[src/rtl/wb_pkg.sv]
// Shared types and widths for the register-file writeback controller.
package wb_pkg;

  localparam int unsigned DW   = 16;
  localparam int unsigned AW   = 4;
  localparam int unsigned NREG = 1 << AW;

  typedef struct packed {
    logic [AW-1:0] rd;
    logic [DW-1:0] data;
  } wb_entry_t;

  typedef enum logic {
    SRC_ALU,
    SRC_LD
  } wb_src_e;

endpackage

[src/rtl/reg_writeback_ctrl_if.sv]
// Bundle of ID, producer and register-file write signals for reg_writeback_ctrl.
// Forwarding signals exist only when REG_WB_FWD_EN is defined.
interface reg_writeback_ctrl_if #(
  parameter int unsigned DEPTH = 4
);
  import wb_pkg::*;

  localparam int unsigned CW = $clog2(DEPTH) + 1;

  logic          alloc_valid;
  logic [AW-1:0] alloc_rd;
  logic [AW-1:0] rs1_ID;
  logic [AW-1:0] rs2_ID;
  logic          stall_ID;
  logic          alu_valid;
  logic          alu_ready;
  logic [AW-1:0] alu_rd;
  logic [DW-1:0] alu_data;
  logic          ld_valid;
  logic          ld_ready;
  logic [AW-1:0] ld_rd;
  logic [DW-1:0] ld_data;
  logic          Write_Enable_WB;
  logic [AW-1:0] rd_WB;
  logic [DW-1:0] Data_in_WB;
  logic [CW-1:0] q_count;
`ifdef REG_WB_FWD_EN
  logic          fwd1_valid;
  logic [DW-1:0] fwd1_data;
  logic          fwd2_valid;
  logic [DW-1:0] fwd2_data;

  modport slave (
    input  alloc_valid, alloc_rd, rs1_ID, rs2_ID,
    input  alu_valid, alu_rd, alu_data, ld_valid, ld_rd, ld_data,
    output stall_ID, alu_ready, ld_ready, Write_Enable_WB, rd_WB, Data_in_WB, q_count,
    output fwd1_valid, fwd1_data, fwd2_valid, fwd2_data
  );
  modport master (
    output alloc_valid, alloc_rd, rs1_ID, rs2_ID,
    output alu_valid, alu_rd, alu_data, ld_valid, ld_rd, ld_data,
    input  stall_ID, alu_ready, ld_ready, Write_Enable_WB, rd_WB, Data_in_WB, q_count,
    input  fwd1_valid, fwd1_data, fwd2_valid, fwd2_data
  );
`else
  modport slave (
    input  alloc_valid, alloc_rd, rs1_ID, rs2_ID,
    input  alu_valid, alu_rd, alu_data, ld_valid, ld_rd, ld_data,
    output stall_ID, alu_ready, ld_ready, Write_Enable_WB, rd_WB, Data_in_WB, q_count
  );
  modport master (
    output alloc_valid, alloc_rd, rs1_ID, rs2_ID,
    output alu_valid, alu_rd, alu_data, ld_valid, ld_rd, ld_data,
    input  stall_ID, alu_ready, ld_ready, Write_Enable_WB, rd_WB, Data_in_WB, q_count
  );
`endif

endinterface

[src/rtl/wb_entry_fifo.sv]
// DEPTH-entry result FIFO: two ordered write ports (port 0 lands ahead of port 1),
// one read port, free count including the slot freed by this edge's pop.
module wb_entry_fifo
  import wb_pkg::*;
#(
  parameter int unsigned DEPTH = 4
) (
  input  logic                      clk,
  input  logic                      reset,
  input  logic                      push0,
  input  wb_entry_t                 data0,
  input  logic                      push1,
  input  wb_entry_t                 data1,
  input  logic                      pop,
  output wb_entry_t                 head,
  output logic [$clog2(DEPTH):0]    count,
  output logic [$clog2(DEPTH):0]    free,
  output wb_entry_t [DEPTH-1:0]     entries,
  output logic [DEPTH-1:0]          entry_valid
);

  localparam int unsigned PW = $clog2(DEPTH);
  localparam int unsigned CW = PW + 1;

  wb_entry_t [DEPTH-1:0] mem_q, mem_d;
  logic [PW-1:0]         wr_ptr_q, wr_ptr_d, rd_ptr_q, rd_ptr_d;
  logic [CW-1:0]         count_q, count_d;
  logic [PW-1:0]         offset;

  // Next-state: pushes fill consecutive slots, pointers wrap modulo DEPTH.
  always_comb begin
    mem_d    = mem_q;
    wr_ptr_d = wr_ptr_q;
    if (push0) begin
      mem_d[wr_ptr_d] = data0;
      wr_ptr_d        = wr_ptr_d + PW'(1);
    end
    if (push1) begin
      mem_d[wr_ptr_d] = data1;
      wr_ptr_d        = wr_ptr_d + PW'(1);
    end
    rd_ptr_d = pop ? rd_ptr_q + PW'(1) : rd_ptr_q;
    count_d  = count_q + CW'(push0) + CW'(push1) - CW'(pop);
  end

  // State registers.
  always_ff @(posedge clk or negedge reset) begin
    if (!reset) begin
      mem_q    <= '0;
      wr_ptr_q <= '0;
      rd_ptr_q <= '0;
      count_q  <= '0;
    end else begin
      mem_q    <= mem_d;
      wr_ptr_q <= wr_ptr_d;
      rd_ptr_q <= rd_ptr_d;
      count_q  <= count_d;
    end
  end

  // Occupancy view: slot i is live if its distance from the head is below count.
  always_comb begin
    offset      = '0;
    entry_valid = '0;
    for (int i = 0; i < DEPTH; i++) begin
      offset         = PW'(i) - rd_ptr_q;
      entry_valid[i] = CW'(offset) < count_q;
    end
  end

  assign head    = mem_q[rd_ptr_q];
  assign count   = count_q;
  assign free    = CW'(DEPTH) - count_q + CW'(count_q != '0);
  assign entries = mem_q;

endmodule

[src/rtl/reg_writeback_ctrl.sv]
// Writeback controller: queues ALU/load results, writes one per cycle to the
// register file and keeps a per-register pending scoreboard that stalls ID.
// Optional macro REG_WB_FWD_EN adds forwarding of queued/in-flight results to ID.
module reg_writeback_ctrl
  import wb_pkg::*;
#(
  parameter int unsigned DEPTH = 4
) (
  input logic                clk,
  input logic                reset,
  reg_writeback_ctrl_if.slave bus
);

  localparam int unsigned CW = $clog2(DEPTH) + 1;

  wb_entry_t             alu_entry, ld_entry, head;
  wb_entry_t [DEPTH-1:0] entries;
  logic [DEPTH-1:0]      entry_valid;
  logic [CW-1:0]         count, free;
  logic                  pop, alu_acc, ld_acc, alloc_acc, stall;
  logic                  fwd1_hit, fwd2_hit;
  logic [NREG-1:0]       busy_q, busy_d;
  logic                  we_q;
  logic [AW-1:0]         rd_q;
  logic [DW-1:0]         data_q;

  assign alu_entry = {bus.alu_rd, bus.alu_data};
  assign ld_entry  = {bus.ld_rd, bus.ld_data};

  // Pop whenever the queue held something before this edge.
  assign pop = (count != '0);

  // A load alongside an ALU result needs room for both.
  assign bus.alu_ready = (free >= CW'(1));
  assign bus.ld_ready  = bus.alu_valid ? (free >= CW'(2)) : (free >= CW'(1));
  assign alu_acc       = bus.alu_valid & bus.alu_ready;
  assign ld_acc        = bus.ld_valid & bus.ld_ready;

  wb_entry_fifo #(
    .DEPTH (DEPTH)
  ) u_fifo (
    .clk         (clk),
    .reset       (reset),
    .push0       (alu_acc),
    .data0       (alu_entry),
    .push1       (ld_acc),
    .data1       (ld_entry),
    .pop         (pop),
    .head        (head),
    .count       (count),
    .free        (free),
    .entries     (entries),
    .entry_valid (entry_valid)
  );

`ifdef REG_WB_FWD_EN
  logic [DW-1:0] fwd1_data, fwd2_data;

  // Forward from the output register or any queued entry; at most one can match.
  always_comb begin
    fwd1_hit  = 1'b0;
    fwd1_data = '0;
    fwd2_hit  = 1'b0;
    fwd2_data = '0;
    if (we_q && rd_q == bus.rs1_ID) begin
      fwd1_hit  = 1'b1;
      fwd1_data = data_q;
    end
    if (we_q && rd_q == bus.rs2_ID) begin
      fwd2_hit  = 1'b1;
      fwd2_data = data_q;
    end
    for (int i = 0; i < DEPTH; i++) begin
      if (entry_valid[i] && entries[i].rd == bus.rs1_ID) begin
        fwd1_hit  = 1'b1;
        fwd1_data = entries[i].data;
      end
      if (entry_valid[i] && entries[i].rd == bus.rs2_ID) begin
        fwd2_hit  = 1'b1;
        fwd2_data = entries[i].data;
      end
    end
  end

  assign bus.fwd1_valid = fwd1_hit;
  assign bus.fwd1_data  = fwd1_data;
  assign bus.fwd2_valid = fwd2_hit;
  assign bus.fwd2_data  = fwd2_data;
`else
  logic unused_fwd;
  assign unused_fwd = ^{entries, entry_valid};
  assign fwd1_hit   = 1'b0;
  assign fwd2_hit   = 1'b0;
`endif

  // RAW on either source (unless forwarded) or WAW on the destination holds ID.
  assign stall = (busy_q[bus.rs1_ID] & ~fwd1_hit) | (busy_q[bus.rs2_ID] & ~fwd2_hit) |
                 (bus.alloc_valid & busy_q[bus.alloc_rd]);
  assign bus.stall_ID = stall;
  assign alloc_acc    = bus.alloc_valid & ~stall;

  // Scoreboard update: clear on pop first so a same-index allocation wins.
  always_comb begin
    busy_d = busy_q;
    if (pop) busy_d[head.rd] = 1'b0;
    if (alloc_acc) busy_d[bus.alloc_rd] = 1'b1;
  end

  // Scoreboard and register-file write port registers.
  always_ff @(posedge clk or negedge reset) begin
    if (!reset) begin
      busy_q <= '0;
      we_q   <= 1'b0;
      rd_q   <= '0;
      data_q <= '0;
    end else begin
      busy_q <= busy_d;
      we_q   <= pop;
      if (pop) begin
        rd_q   <= head.rd;
        data_q <= head.data;
      end
    end
  end

  assign bus.Write_Enable_WB = we_q;
  assign bus.rd_WB           = rd_q;
  assign bus.Data_in_WB      = data_q;
  assign bus.q_count         = count;

endmodule

[src/flat_wrapper.sv]
// flat-port wrapper written by rule: the top's interface ports become plain ports
module reg_writeback_ctrl_flat import wb_pkg::*;
#(
  parameter int unsigned DEPTH = 4
)
  (clk, reset, bus_alloc_valid, bus_alloc_rd, bus_rs1_ID, bus_rs2_ID, bus_alu_valid, bus_alu_rd, bus_alu_data, bus_ld_valid, bus_ld_rd, bus_ld_data, bus_stall_ID, bus_alu_ready, bus_ld_ready, bus_Write_Enable_WB, bus_rd_WB, bus_Data_in_WB, bus_q_count);
  reg_writeback_ctrl_if #(.DEPTH(DEPTH)) bus_i ();
  input logic clk;
  input logic reset;
  input wire logic [$bits(bus_i.alloc_valid)-1:0] bus_alloc_valid;
  input wire logic [$bits(bus_i.alloc_rd)-1:0] bus_alloc_rd;
  input wire logic [$bits(bus_i.rs1_ID)-1:0] bus_rs1_ID;
  input wire logic [$bits(bus_i.rs2_ID)-1:0] bus_rs2_ID;
  input wire logic [$bits(bus_i.alu_valid)-1:0] bus_alu_valid;
  input wire logic [$bits(bus_i.alu_rd)-1:0] bus_alu_rd;
  input wire logic [$bits(bus_i.alu_data)-1:0] bus_alu_data;
  input wire logic [$bits(bus_i.ld_valid)-1:0] bus_ld_valid;
  input wire logic [$bits(bus_i.ld_rd)-1:0] bus_ld_rd;
  input wire logic [$bits(bus_i.ld_data)-1:0] bus_ld_data;
  output wire logic [$bits(bus_i.stall_ID)-1:0] bus_stall_ID;
  output wire logic [$bits(bus_i.alu_ready)-1:0] bus_alu_ready;
  output wire logic [$bits(bus_i.ld_ready)-1:0] bus_ld_ready;
  output wire logic [$bits(bus_i.Write_Enable_WB)-1:0] bus_Write_Enable_WB;
  output wire logic [$bits(bus_i.rd_WB)-1:0] bus_rd_WB;
  output wire logic [$bits(bus_i.Data_in_WB)-1:0] bus_Data_in_WB;
  output wire logic [$bits(bus_i.q_count)-1:0] bus_q_count;
  assign bus_i.alloc_valid = bus_alloc_valid;
  assign bus_i.alloc_rd = bus_alloc_rd;
  assign bus_i.rs1_ID = bus_rs1_ID;
  assign bus_i.rs2_ID = bus_rs2_ID;
  assign bus_i.alu_valid = bus_alu_valid;
  assign bus_i.alu_rd = bus_alu_rd;
  assign bus_i.alu_data = bus_alu_data;
  assign bus_i.ld_valid = bus_ld_valid;
  assign bus_i.ld_rd = bus_ld_rd;
  assign bus_i.ld_data = bus_ld_data;
  assign bus_stall_ID = bus_i.stall_ID;
  assign bus_alu_ready = bus_i.alu_ready;
  assign bus_ld_ready = bus_i.ld_ready;
  assign bus_Write_Enable_WB = bus_i.Write_Enable_WB;
  assign bus_rd_WB = bus_i.rd_WB;
  assign bus_Data_in_WB = bus_i.Data_in_WB;
  assign bus_q_count = bus_i.q_count;
  reg_writeback_ctrl #(.DEPTH(DEPTH)) u_core (.clk(clk), .reset(reset), .bus(bus_i));
endmodule
[config.mk]
export PLATFORM = sky130hd
export DESIGN_NAME = reg_writeback_ctrl_flat
export DESIGN_NICKNAME = d
export VERILOG_FILES = /design/src/rtl/wb_pkg.sv /design/src/rtl/reg_writeback_ctrl_if.sv /design/src/rtl/wb_entry_fifo.sv /design/src/rtl/reg_writeback_ctrl.sv /design/src/flat_wrapper.sv
export SDC_FILE = /design/constraint.sdc
export NUM_CORES = 1
export LEC_CHECK = 0
export ABC_AREA = 0
export BUFFER_PORTS_ARGS = -buffer_cell sky130_fd_sc_hd__buf_2
export CORE_ASPECT_RATIO = 1.75
export CORE_UTILIZATION = 59
export CTS_CLUSTER_SIZE = 14
export DETAILED_ROUTE_END_ITERATION = 8
export PLACE_DENSITY = 0.81
export SKIP_LAST_GASP = 1
export SYNTH_ARGS = -nofsm -noshare
export SYNTH_HDL_FRONTEND = slang
export SYNTH_SLANG_ARGS = --single-unit
[constraint.sdc]
create_clock -name clk -period 3.2 [get_ports clk]
set_input_delay 0.16 -clock clk [delete_from_list [all_inputs] [get_ports clk]]
set_output_delay 0.16 -clock clk [all_outputs]
set_load 0.005 [all_outputs]
# == Word-level counts from Yosys, hierarchy flattened ==
# Cells that the tools add are included.
# totals
reg_bits,124
elab_cells,76
# classes
n_reduce_logical,5
magnitude_cmp,13
bitwise_logic,10
muxes,25
n_addsub,8
# op_table
operator,count
80-bit bitwise mux,2
80-bit 2-to-1 mux,2
20-bit demux with 2-bit select,2
20-bit 2-to-1 mux,3
20-bit binary-select mux with 2-bit select,1
16-bit 2-to-1 mux,2
4-bit by 5-bit < comparator with 1-bit output (second input constant),4
16-bit bitwise AND,1
16-bit inverter,1
16-bit OR,1
1-bit binary-select mux with 4-bit select,3
3-bit by 1-bit adder with 3-bit output,3
2-bit by 3-bit < comparator with 1-bit output (second input constant),3
1-bit demux with 4-bit select,2
4-bit by 1-bit >= comparator with 1-bit output (second input constant),2
2-bit by 1-bit adder with 2-bit output (second input constant),3
1-bit 2-to-1 mux,6
1-bit bitwise AND,4
2-bit by 1-bit >= comparator with 1-bit output (second input constant),2
1-bit logical AND,4
2-bit 2-to-1 mux,2
3-bit by 1-bit >= comparator with 1-bit output (second input constant),1
3-bit by 2-bit >= comparator with 1-bit output (second input constant),1
3-bit nonzero test,1
4 further kinds,5

# == Longest topological paths before layout ==
# Gate-level depths: netlist (run 1).
# depth
word_depth,11
ltp_mapped,12

# == Cells and area by module ==
# Synthesis (run 1) repeated with hierarchy kept, for this count alone.
# hier_totals
cells_unflattened,571
area_unflattened_um2,7950.1
# modules_own_cells
mod,cells_each,area_per_inst_um2,n_inst,seq_area_each_um2
wb_entry_fifo,352,5780.5,1,2177.1
reg_writeback_ctrl,219,2169.6,1,925.9

# == Least setup slack after synthesis (run 1) ==
# OpenSTA, ideal clock, no wires.
# synth_path
path_kind,register -> register
from,"reg u_core.u_fifo.count_q[0], in the netlist u_core.u_fifo.count[0]"
to,"reg u_core.u_fifo.count_q[2], in the netlist u_core.u_fifo.count[2]"
path_stages_with_launch,10
path_slack_ns,0.354
period_less_slack_ns,2.846
arrival_time_ns,2.719
setup_time_ns,0.127
path_cell_list,dfrtp_1 > nor3_1 > clkbuf_1 > inv_1 > ha_1 > inv_1 > fa_1 > fa_1 > xor2_1 > xnor2_1
# synth_between
elab_chain_len,7
elab_cells_between_ends,11
# synth_rtl
item,line_no,text
"start, declared",wb_entry_fifo.sv:27,"logic [CW-1:0] count_q, count_d;"
"start signal, assigned",wb_entry_fifo.sv:57,count_q <= count_d;
3-bit subtractor / 3-bit nonzero test (equally long branches),"wb_entry_fifo.sv:73, reg_writeback_ctrl.sv:31",
3-bit by 1-bit adder with 3-bit output,wb_entry_fifo.sv:73,assign free = CW'(DEPTH) - count_q + CW'(count_q != '0);
3-bit by 1-bit >= comparator with 1-bit output / 3-bit by 2-bit >= comparator with 1-bit output (equally long branches),"reg_writeback_ctrl.sv:34, reg_writeback_ctrl.sv:35",
1-bit bitwise AND / 1-bit 2-to-1 mux (equally long branches),"reg_writeback_ctrl.sv:36, reg_writeback_ctrl.sv:35",
3-bit by 1-bit adder with 3-bit output / 1-bit bitwise AND (equally long branches),"wb_entry_fifo.sv:43, reg_writeback_ctrl.sv:37",
3-bit by 1-bit adder with 3-bit output,wb_entry_fifo.sv:43,count_d = count_q + CW'(push0) + CW'(push1) - CW'(pop);
3-bit by 1-bit subtractor with 3-bit output *,wb_entry_fifo.sv:43,
net u_core.u_fifo.count_d[2],wb_entry_fifo.sv:27,
# Mark *: on every way through the listed nets, which the timed path passes. The rest lies on a longest branch.
# A chain may end at the register's enable or synchronous reset.

# == Worst setup path after layout (run 1) ==
# layout_path
from,"reg u_core.u_fifo.count_q[1], in the netlist u_core.u_fifo.count[1]"
to,"reg u_core.u_fifo.count_q[2], in the netlist u_core.u_fifo.count[2]"
# Same word-level chain as after synthesis.

==> flow_summary_export.csv, run 1 <==
group,metric,value,unit
min_path,holdCritStartpoint,"bus_ld_data[1]",
route,post_drt_wl_per_cell,20.49,um
timing,setup_violations,0,
clock_tree,cts_buffer_depth,2,
route,wirelength,17.60,mm
critical_path,path_max_fanout,6,
critical_path,crit_arrival,3.25,ns
yosys,synth_seq_cells,124,
clock_tree,post_cts_buffers,0,
route,drc,0,
critical_path,crit_path_start,"u_core.u_fifo.count[1]",
yosys,async_flop_share,1.000,
global_route,grt_overflow,0,
clock_tree,cts_hold_buf,1,
power,p_per_area,1138,nW/um2
power,leakage,3.990,nW
clock_tree,cts_root_buffer,"clkbuf_16",
yosys,synth_ff_type,"dfrtp_1",
critical_path,r2r_end,"u_core.u_fifo.count[2]",
route,antenna_left,0,
timing,hold_viol,0,
yosys,postSynthAreaPerCell,10.57,um2
place,gp_congestion,0.9206,
critical_path,startpoint_type,"flop",
status,status,"finished clean",
global_route,grt_pass1_vias,5710,
place,place_ws,0.2413,ns
min_path,whs_path_depth,3,
floorplan,io_pins,84,
clock_tree,cts_num_sinks,124,
floorplan,rows,51,
timing,rsz0062_at_grt,"no",
timing,drv_slew,0,
critical_path,r2r_cells,12,
floorplan,initial_utilization,0.6043,
route,vias,5420,
route,drt_iter0_drc,503,
cells_and_area,final-seq-area,3103,um2
place,dp.cells,824,
yosys,netlist_instances,635,
yosys,syn_area,6710,um2
critical_path,ff2ff_setup_slack,0.24,ns
critical_path,r2r_start,"u_core.u_fifo.count[1]",
cells_and_area,fin_util,0.7135,
clock_tree,cts_buffers,17,
yosys,ys_types,45,
min_path,hold_end,"u_core.u_fifo.entries[41]",
yosys,seq_area_frac_synth,0.4624,
cells_and_area,final_nets,781,
cells_and_area,n_fill_cell,792,
timing,skew,0.008796,ns
clock_tree,clk_pin_slew,0.05,ns
clock_tree,cts_tree,"done",
global_route,antenna_found_initial,2,
yosys,ys.warnings.count,0,
cells_and_area,finalNonFillerCells,859,
clock_tree,clkLatencyLatePin,0.41,ns
critical_path,required,3.49,ns
clock_tree,h-tree-depth,4,
flow_run,max_cap_viol_count,0,
place,numPortBuffers,83,
yosys,syn_nets,704,
floorplan,dieArea,11820,um2
floorplan,die_w,82.62,um
yosys,synth_edf_count,0,
global_route,grt_pass1_wl,28.20,mm
cells_and_area,area_delta_synth_final,18.07,%
cells_and_area,drive_above_1_share,0.2141,
timing,fmax,337.7,MHz
timing,worst_slack,0.2387,ns
floorplan,core,11100,um2
clock_tree,cts_resized,0,
route,firstDrtPassIters,8,
timing,slew_headroom,0.4532,
critical_path,criticalPathCategory,"reg -> reg",
global_route,grt_util_all_layers,0.3302,
min_path,hold_class,"in -> reg",
timing,period_share,0.9254,
cells_and_area,multiInputGateArea,3395,um2
place,dp_hpwl,11.31,mm
timing,fin_setup_tns,0,ns
power,peakVddDrop,667.6,uV
global_route,grt_max_degree,64,
timing,fin_crit,2.961,ns
critical_path,end_kind,"flop",
floorplan,dieHeight,143.1,um
route,avgViaCountPerCell,6.310,
timing,tightest_slew,0.8202,ns
[layer usage]
layer  global-route usage  routed length [um]
met1               0.3381                6086
met2               0.5602                9684
met3               0.1016                1074
met4               0.2214                 755
met5                    0                   0
[where the power goes]
| group | switching, mW | internal [mW] |
|---|---|---|
| Sequential | 0.557 | 2.41 |
| Clock | 0.646 | 1.32 |
| Combinational | 2.22 | 1.86 |
[how the worst max path moves through the flow]
stage | end | slack (ns) | cells past startpoint
after detailed placement | u_core.u_fifo.count[2] | 0.24 | 12
after global routing | u_core.u_fifo.count[2] | 0.05 | 12
final | u_core.u_fifo.count[2] | 0.24 | 12
after CTS | u_core.u_fifo.count[2] | 0.23 | 12
after floorplan | u_core.u_fifo.count[2] | 0.35 | 9
after global placement | u_core.u_fifo.count[2] | 0.38 | 12
[state kept, by name (all words and copies together) (netlist names)]
register / flops
u_core.u_fifo.wr_ptr_q: 2
u_core.u_fifo.rd_ptr_q: 2
u_core.bus.Write_Enable_WB: 1
u_core.u_fifo.count: 3
u_core.bus.Data_in_WB: 16
u_core.u_fifo.entries: 80
u_core.bus.rd_WB: 4
u_core.busy_q: 16
[cell usage in the layout, fill, tap and decap left out, types with 3 or more instances in the layout]
master,instances
a21oi_1,80
o21ai_1,11
buf_2,82
mux4_1,13
nor2_1,82
buf_4,10
nand2_1,63
clkinv_2,4
buf_12,5
o211ai_1,9
o31ai_1,4
xnor2_1,4
diode_2,3
nand3_1,8
nand4_1,12
inv_1,11
clkbuf_16,17
dfrtp_1,124
o21ai_0,18
bufinv_16,3
mux4_2,15
clkbuf_8,5
ha_1,10
mux2_2,6
nor2b_1,5
or2_2,3
mux2i_1,90
[Yosys cell counts, drive strengths merged, types with 9 or more instances]
cell      n  share of area
dfrtp   124           0.46
mux2i    90           0.13
nor2     82          0.046
a21oi    80          0.060
nand2    64          0.037
o21ai    29          0.022
mux4     28           0.10
clkbuf   26          0.015
buf      14          0.011
inv      12         0.0067
nand4    12          0.011
ha       10          0.019
o211ai    9          0.010
[metrics by stage]
stage	cell area (um2)	total power, mW	hold WS [ns]
final	7923	9.013	0.04662
after global routing	7920	9.572	0.04957
after detailed placement	7293	6.949	0.2986
after floorplan	6710	5.683	-0.1356
after global placement	7293	6.672	0.2836
after CTS	7915	8.984	0.03642
[final cells by class]
class | count | area share
Antenna cell | 3 | 0.0009476
Tap cell | 132 | 0.02085
Clock buffer | 24 | 0.06333
Sequential cell | 124 | 0.3917
Clock inverter | 7 | 0.01390
Inverter | 12 | 0.005685
Timing Repair Buffer | 98 | 0.07517
Multi-Input combinational cell | 459 | 0.4285
[cells by family after synthesis]
family          share of synthesized area
xor+xnor                         0.007831
buf+inv                           0.03244
simple gates                       0.1206
fa+ha+maj                         0.02461
flops                              0.4624
compound gates                     0.1059
other cells                     0.0005589
mux                                0.2456
[worst max-delay path: stages, from the launching register on]
cell and delay (ns):
dfrtp_1 0.44, inv_1 0.12, ha_1 0.25, o211ai_1 0.10
o31a_1 0.24, or2_1 0.16, nand2_1 0.11, ha_1 0.29
inv_1 0.05, fa_1 0.40, fa_1 0.38, xor2_1 0.16
xnor2_1 0.13
(Power assumes the default switching activity.)
==> inputs of run 2 (changes only) <==
CORE_UTILIZATION = 38   (was 59)
PLACE_DENSITY = default   (was 0.81)
==> run 2 against run 1 <==
Clock skew increased by 0.0036 ns; die area increased by 54%; critical path depth unchanged; sequential power about the same; global-route usage decreased by 12 points; total power decreased by 1.0%; clock power about the same; critical path type unchanged; critical endpoint unchanged.
==> flow_summary_export.csv, run 2 (synthesis gave the netlist of run 1 again) <==
group,metric,value,unit
place,placedInstanceArea,7412,um2
route,wl_met3,786,um
timing,drv_slew,0,
cells_and_area,final_cell_area,8039,um2
route,wirelength_met1,6.825,mm
global_route,grt_pass1_vias,5436,
floorplan,rows,63,
power,p_clk_frac,0.219,
global_route,antenna_found_initial,3,
cells_and_area,final_cell_mix,"dfrtp_1, mux2i_1, nor2_1, buf_2, a21oi_1",
critical_path,end_kind,"flop",
critical_path,criticalPathCategory,"reg -> reg",
timing,skew,0.01244,ns
floorplan,dieHeight,177.8,um
power,cellInternalPower,5.519,mW
route,post_drt_wl_per_cell,18.51,um
floorplan,core,17110,um2
power,switching_share,0.3813,
cells_and_area,area_delta_synth_final,19.80,%
clock_tree,cts_num_sinks,124,
timing,whs,0.04243,ns
timing,rsz0062_at_grt,"no",
route,wirelength,17.68,mm
clock_tree,clkLatencyLatePin,0.42,ns
cells_and_area,final_nets,781,
cells_and_area,final_common_cell,"dfrtp_1",
power,peakVddDrop,732.2,uV
global_route,grt_max_degree,74,
clock_tree,clk_pin_slew,0.06,ns
timing,tightest_slew,0.6861,ns
global_route,grt_util_all_layers,0.2080,
clock_tree,cts_root_buffer,"clkbuf_16",
floorplan,dieArea,18210,um2
timing,fmax,335.5,MHz
global_route,grt_overflow,0,
timing,fin_setup_tns,0,ns
clock_tree,post_cts_buffers,0,
power,leakage,3.973,nW
route,avgViaCountPerCell,5.486,
power,p_comb_frac,0.449,
cells_and_area,n_fill_cell,1617,
route,drc,0,
critical_path,required,3.49,ns
critical_path,startpoint_type,"flop",
min_path,hold_class,"in -> reg",
power,total_power,8.921,mW
global_route,grt_pass1_wl,27.93,mm
place,dp_hpwl,12.22,mm
place,gp_congestion,0.8976,
cells_and_area,largest_reg_flops,80,
power,power_frac_seq,0.332,
place,numPortBuffers,83,
power,p_sw,3.402,mW
route,drt_iter0_drc,294,
floorplan,die_w,102.5,um
clock_tree,cts_buffers,17,
cells_and_area,drive_above_1_share,0.2179,
timing,slew_headroom,0.5426,
timing,setup_violations,0,
clock_tree,h-tree-depth,4,
route,antenna_left,0,
timing,hold_viol,0,
timing,fin_crit,2.980,ns
clock_tree,cts_buffer_depth,2,
clock_tree,cts_tree,"done",
floorplan,io_pins,84,
timing,period_share,0.9314,
critical_path,crit_arrival,3.28,ns
route,highest_layer,"met4",
route,vias,5239,
status,status,"finished clean",
route,firstDrtPassIters,5,
route,dr_wl_met2,9.361,mm
flow_run,max_cap_viol_count,0,
floorplan,initial_utilization,0.3923,
critical_path,path_max_fanout,6,
power,p_per_area,1110,nW/um2
==> run 2: cell count changes in the layout (fill, tap and decap cells not counted), sizes merged <==
cell / delta
clkinv: +2
clkbuf: -6
clkinvlp: +4
inv: +1
==> run 2: through the flow <==
| stage | utilization | cells | setup WS (ns) |
|---|---|---|---|
| after floorplan | - | 635 | 0.3538 |
| after global placement | 0.4333 | 919 | 0.3435 |
| after detailed placement | 0.4333 | 919 | 0.2024 |
| after CTS | 0.4695 | 952 | 0.1847 |
| after global routing | 0.4700 | 955 | 0.02247 |
| final | 0.4700 | 955 | 0.2196 |
==> run 2: power by group through the flow <==
| stage | sequential (mW) | clock (mW) | combinational, mW |
|---|---|---|---|
| finish | 2.96 | 1.96 | 4.00 |
| global route | 3.06 | 2.06 | 4.42 |
| CTS | 2.96 | 2.00 | 4.04 |
| detailed placement | 2.98 | 0 | 4.02 |
| global placement | 2.90 | 0 | 3.86 |
| floorplan | 2.78 | 0 | 2.90 |
==> run 2: timing repair <==
action,CTS,global route
gates resized for setup,0,0
hold buffers,1,0
hold endpoints to repair,51,0
==> run 2: worst max-delay path, cell delays in order, from the launching register on <==
cell and delay (ns):
dfrtp_1 0.44, inv_1 0.11, ha_1 0.26, o211ai_1 0.12, o31a_1 0.27, or2_1 0.14
nand2_1 0.10, ha_1 0.29, inv_1 0.05, fa_1 0.40, fa_1 0.39, xor2_1 0.16
xnor2_1 0.12
==> run 2: final cells by class <==
type / count / area [um2] / area share
Timing Repair Buffer: 98 / 595.6 / 0.07409
Sequential cell: 124 / 3103 / 0.3860
Inverter: 12 / 45.04 / 0.005603
Tap cell: 227 / 284.0 / 0.03533
Multi-Input combinational cell: 459 / 3395 / 0.4223
Clock inverter: 14 / 170.2 / 0.02117
Clock buffer: 18 / 439.2 / 0.05463
Antenna cell: 3 / 7.507 / 0.0009339
==> run 2: path summary, 6_finish.rpt <==
path	start	end	slack [ns]	cells past startpoint
max in group asynchronous	reset	u_core.u_fifo.entries[7]	2.02	3
min in group asynchronous	reset	u_core.u_fifo.entries[54]	0.33	2
hold / removal	bus_ld_data[3]	u_core.u_fifo.entries[23]	0.04	3
setup reg to reg	u_core.u_fifo.count[1]	u_core.u_fifo.count[2]	0.22	12
hold reg to reg	u_core.bus.Data_in_WB[10]	u_core.bus.Data_in_WB[10]	0.46	2
setup / recovery	u_core.u_fifo.count[1]	u_core.u_fifo.count[2]	0.22	12
==> run 2: per-layer routing <==
layer / up-vias / global-route usage
met3: 53 / 0.03427
met5: - / 0
li1: 2435 / -
met2: 183 / 0.3650
met1: 2568 / 0.2296
met4: 0 / 0.1262
